--- src/rtl/pc_unit.sv ---
// Program counter for the MIPS-lite datapath: sequential, branch, jump and
// register-jump redirects with stall and an optional branch delay slot.
module pc_unit #(
  parameter int              WIDTH        = 32,
  parameter logic [WIDTH-1:0] RESET_VECTOR = WIDTH'(32'h0000_3000),
  parameter int              OFFSET_BITS  = 16,
  parameter bit              DELAY_SLOT   = 1'b0
) (
  input  logic             clk,
  input  logic             rst,
  input  logic             stall,
  input  logic             redirect_valid,
  input  logic [1:0]       redirect_mode,
  input  logic [25:0]      imm,
  input  logic [WIDTH-1:0] reg_target,
  output logic [WIDTH-1:0] pc,
  output logic [WIDTH-1:0] pc_plus4,
  output logic             slot_pending,
  output logic             misaligned
);

  typedef enum logic {RUN = 1'b0, SLOT = 1'b1} state_t;

  state_t           state, state_nxt;
  logic [WIDTH-1:0] pc_nxt;
  logic [WIDTH-1:0] latched, latched_nxt;
  logic             mis_nxt;
  logic             accept;
  logic [WIDTH-1:0] branch_sext;
  logic [WIDTH-1:0] branch_tgt;
  logic [WIDTH-1:0] jump_tgt;
  logic [WIDTH-1:0] reg_tgt;
  logic [WIDTH-1:0] target;

  assign pc_plus4    = pc + WIDTH'(4);
  assign branch_sext = {{(WIDTH-OFFSET_BITS){imm[OFFSET_BITS-1]}}, imm[OFFSET_BITS-1:0]};
  assign branch_tgt  = pc_plus4 + {branch_sext[WIDTH-3:0], 2'b00};
  assign reg_tgt     = {reg_target[WIDTH-1:2], 2'b00};

  // At exactly 28 bits the jump field covers the whole address.
  generate
    if (WIDTH > 28) begin : g_jump_wide
      assign jump_tgt = {pc_plus4[WIDTH-1:28], imm, 2'b00};
    end else begin : g_jump_narrow
      assign jump_tgt = {imm, 2'b00};
    end
  endgenerate

  always_comb begin
    target = pc_plus4;
    case (redirect_mode)
      2'b01:   target = branch_tgt;
      2'b10:   target = jump_tgt;
      2'b11:   target = reg_tgt;
      default: target = pc_plus4;
    endcase
  end

  // Mode 00 is plain sequential flow, so it never opens a delay slot.
  assign accept = redirect_valid && (redirect_mode != 2'b00) && !stall && (state == RUN);

  always_comb begin
    state_nxt   = state;
    pc_nxt      = pc;
    latched_nxt = latched;
    mis_nxt     = 1'b0;
    if (!stall) begin
      if (state == SLOT) begin
        pc_nxt    = latched;
        state_nxt = RUN;
      end else if (accept) begin
        mis_nxt = (redirect_mode == 2'b11) && (reg_target[1:0] != 2'b00);
        if (DELAY_SLOT) begin
          latched_nxt = target;
          pc_nxt      = pc_plus4;
          state_nxt   = SLOT;
        end else begin
          pc_nxt = target;
        end
      end else begin
        pc_nxt = pc_plus4;
      end
    end
  end

  always_ff @(posedge clk) begin
    if (rst) begin
      pc         <= RESET_VECTOR;
      state      <= RUN;
      latched    <= '0;
      misaligned <= 1'b0;
    end else begin
      pc         <= pc_nxt;
      state      <= state_nxt;
      latched    <= latched_nxt;
      misaligned <= mis_nxt;
    end
  end

  assign slot_pending = DELAY_SLOT && (state == SLOT);

endmodule

--- config.mk ---
export PLATFORM = sky130hd
export DESIGN_NAME = pc_unit
export DESIGN_NICKNAME = d
export VERILOG_FILES = /design/src/rtl/pc_unit.sv
export SDC_FILE = /design/constraint.sdc
export NUM_CORES = 1
export LEC_CHECK = 0
export ABC_AREA = 1
export CAP_MARGIN = 20
export CORE_MARGIN = 1.5
export CORE_UTILIZATION = 50
export DETAILED_ROUTE_END_ITERATION = 7
export GPL_TIMING_DRIVEN = 1
export PLACE_DENSITY_LB_ADDON = 0.25
export SLEW_MARGIN = 30
export SYNTH_ARGS = -nofsm -noshare
export SYNTH_HDL_FRONTEND = slang
export SYNTH_SLANG_ARGS = --single-unit
--- constraint.sdc ---
create_clock -name clk -period 3.63 [get_ports clk]
set_input_delay 0.5445 -clock clk [delete_from_list [all_inputs] [get_ports clk]]
set_output_delay 0.5445 -clock clk [all_outputs]
set_load 0.05 [all_outputs]
==> qor.yml <==
grt:
  grt_antenna_before_repair: 0
  grt_max_degree: 29
  grt_overflow_total: 0
  grt_pass1_vias: 5435
  grt_pass1_wl_um: 27100
  grt_use_total_pct: 34.8
power_and_ir_drop:
  p_int_mw: 0.831
  switching_power_mw: 0.796
  comb_power_share_pct: 58.2
  vdd_drop_max_v: 0.000217
  p_leak_nw: 2.92
  power_frac_clock_pct: 16.8
  power_frac_seq_pct: 24.9
  power_density_nw_per_um2: 260
  swShare_pct: 48.9
floorplan:
  fp.dieW_um: 100
  ios: 130
  rows: 35
  die_area_sq_um: 10000
  die_h_um: 100
  core_area_sq_um: 9200
  initial_core_util_pct: 51.4
sta:
  max_slew_margin_pct: 46.8
  max_freq_ghz: 0.298
  finalSetupViolCount: 0
  worst_pin_slew_ns: 0.797
  rsz0062_at_grt: "false"
  min_period_ns: 3.36
  period_share_pct: 92.6
  maxSlewViolCount: 0
  hold_violations: 0
  fin_skew_ns: 0.00596
  tns_ns: 0
clock_tree:
  htreeDepth: 2
  cts_root_buf: "clkbuf_8"
  insertion_delay_ns: 0.29
  tritoncts: "built"
  clkSinkCount: 31
  cts_buffers: 5
  clock_path_buffers: 2
  clk_pin_slew_ns: 0.07
placement:
  place_inst: 1052
  hpwlAfterDp_um: 14300
  io_buffers: 124
  place_congestion: 0.985
worst_setup_path:
  path_delay_family: "buffers and inverters"
  cp.arrival_ns: 2.82
  r2r-start: "pc[16]"
  crit_fanout: 6
  rrSetupSlack_ns: 0.33
  crit_chain: "ha_1 -> nand2_1 -> nor2_2 -> inv_2 -> nor2_4 -> nand3_4 -> nor2_4 -> nand3_1 -> xor2_1 -> inv_1 -> clkdlybuf4s50_1"
  r2r_end: "pc[30]"
  slowest_stage: "clkdlybuf4s50_1"
  worst_ep_required_time_ns: 3.09
  crit_top_cell: "nor2_4"
  path_class: "register to output pin"
  worstSetupEndpointType: "output pin"
  startpoint_type: "register"
  slowest_delay_ns: 0.85
  r2r_cells: 16
  cp.buffers_inverters: 3
routing:
  wl_per_cell_um: 16.6
  drc_errors: 0
  ant_nets: 0
  drt_iter0_markers: 413
  viasPerCell: 5.60
  drt-total-wl_um: 17600
  first_pass_iters: 7
  vias: 5933
synth:
  ys_ff_latch: 31
  synth_ff_type: "dfxtp_1"
  synth_area_sq_um: 4730
  ys_seq_area_share_pct: 13.1
  yosysWarnings: 0
  synth.avg_cell_area_sq_um: 5.75
  synthArstFlopShare_pct: 0
  synthCells: 822
  ys_types: 53
  synth_edf_count: 0
cells_and_area:
  layout.cells.non_filler: 1060
  area_growth_pct: 32.2
  seq_area_sq_um: 623
  layout_common_cells: "nand2_1 (261), clkdlybuf4s50_1 (124), inv_1 (106)"
  drive_gt1_share_pct: 8.01
  diodes: 0
  layout.nets: 1047
  final_common_cell: "nand2_1"
  fill_cells: 876
  multi_input_area_sq_um: 3630
worst_hold_path:
  worstHoldPathCells: 2
  hold_class: "register to register"
  min_from: "pc[2]"
  min_to: "pc[2]"
job:
  maxCapViolations: 0
run_status:
  outcome: "finished clean"
==> sequential cells by signal, indices dropped and copies added, names as in the netlist <==
signal / flops
pc: 30
misaligned: 1
==> worst reg2reg max path: cells and delay by family, from the launching register on <==
kind,cells,cell delay [ns]
buffers and inverters,1,0.14
XOR/XNOR,1,0.31
adder cells (fa/ha/maj),1,0.37
AND/OR/NAND/NOR,12,1.83
flip-flops,1,0.48
AO/OA/AOI/OAI,1,0.11
==> routing by layer <==
metal  wire, um  part of all wire (%)  up-vias  track usage [%]
met3       1500                   8.5       41             5.57
li1           -                     -     2946                -
met5          0                     0        -                0
met4        599                   3.4        0             12.6
met2       8150                    46      315             59.7
met1       7390                    42     2631             44.0
==> stage by stage <==
step	worst slack [ns]	hold slack, ns	util (%)	power (mW)	cell area [sq um]
detailed placement	0.307	0.513	66.8	1.34	6140
global route	0.0107	0.543	68.0	1.72	6250
CTS	0.250	0.526	67.7	1.60	6230
global placement	0.275	0.515	66.8	1.33	6140
floorplan	0.000340	0.696	-	1.02	4770
finish	0.269	0.517	68.0	1.63	6250
==> how the worst max path moves through the flow <==
stage,start,to,slack (ns),cells after the start
after detailed placement,pc[2],pc[21],0.31,22
final,pc[2],pc_plus4[24],0.27,11
after CTS,pc[2],pc_plus4[24],0.25,11
after global routing,pc[2],pc[26],0.01,22
after global placement,pc[2],pc[30],0.28,20
after floorplan,pc[2],pc[12],0.0003,18
==> cells in the mapped netlist, types with 2 or more instances <==
| master | count | area share (%) |
|---|---|---|
| a41oi_1 | 2 | 0.37 |
| nor2_4 | 5 | 1.2 |
| nor3_4 | 2 | 0.69 |
| nor2_1 | 63 | 5.0 |
| a21oi_2 | 5 | 0.93 |
| buf_4 | 5 | 0.79 |
| xor2_1 | 15 | 2.8 |
| nor2_2 | 5 | 0.66 |
| a21oi_1 | 59 | 6.2 |
| a221oi_1 | 15 | 2.8 |
| or2_2 | 3 | 0.40 |
| nand3b_1 | 6 | 0.95 |
| a21o_1 | 3 | 0.48 |
| nand4_1 | 12 | 1.6 |
| nor3_1 | 13 | 1.4 |
| nand2_2 | 10 | 1.3 |
| o21ai_0 | 43 | 4.6 |
| o221ai_1 | 6 | 1.1 |
| ha_1 | 34 | 9.0 |
| o21ai_1 | 9 | 0.95 |
| nor4_1 | 2 | 0.26 |
| inv_1 | 106 | 8.4 |
| nand3_1 | 43 | 4.6 |
| dfxtp_1 | 31 | 13 |
| clkinv_1 | 2 | 0.16 |
| and2_1 | 2 | 0.26 |
| inv_2 | 6 | 0.48 |
| xnor2_1 | 6 | 1.1 |
| o2111ai_1 | 2 | 0.37 |
| o21bai_1 | 5 | 0.79 |
| nand2_1 | 261 | 21 |
| clkbuf_1 | 17 | 1.3 |
| a31oi_1 | 3 | 0.40 |
| nor3_2 | 2 | 0.42 |
==> power by group through the flow <==
stage	Sequential, mW	Clock, mW	Combinational, mW
after global placement	0.410	0	0.923
after detailed placement	0.411	0	0.926
after CTS	0.404	0.268	0.932
after global routing	0.408	0.286	1.02
final	0.406	0.274	0.948
after floorplan	0.491	0	0.525
==> kinds of logic (layout without fill, tap and decap cells) <==
group | count (synthesis) | in the layout | share of synthesized area [%]
AO/OA/AOI/OAI | 157 | 157 | 19.8
AND/OR/NAND/NOR | 439 | 439 | 42.2
flip-flops | 31 | 31 | 13.1
buffers and inverters | 138 | 261 | 11.5
XOR/XNOR | 21 | 21 | 3.89
adder cells (fa/ha/maj) | 35 | 35 | 9.42
other | 1 | 5 | 0.0793
==> repair_timing <==
item | in CTS | in global routing
resized for setup | 0 | 6
buffers inserted | 0 | 0
endpoints found under the hold margin | 0 | 0
hold buffers | 0 | 0
setup endpoints to repair | 0 | 7
==> layout make-up <==
cell class,instances,share of cell area (%)
clock inverter,1,0.0801
inverter,114,6.85
clock buffer,7,1.22
sequential,31,9.97
multi-input combinational,657,58.0
timing repair buffer,139,21.7
tap,111,2.22
Note: power is estimated with default switching activity, not from simulation.
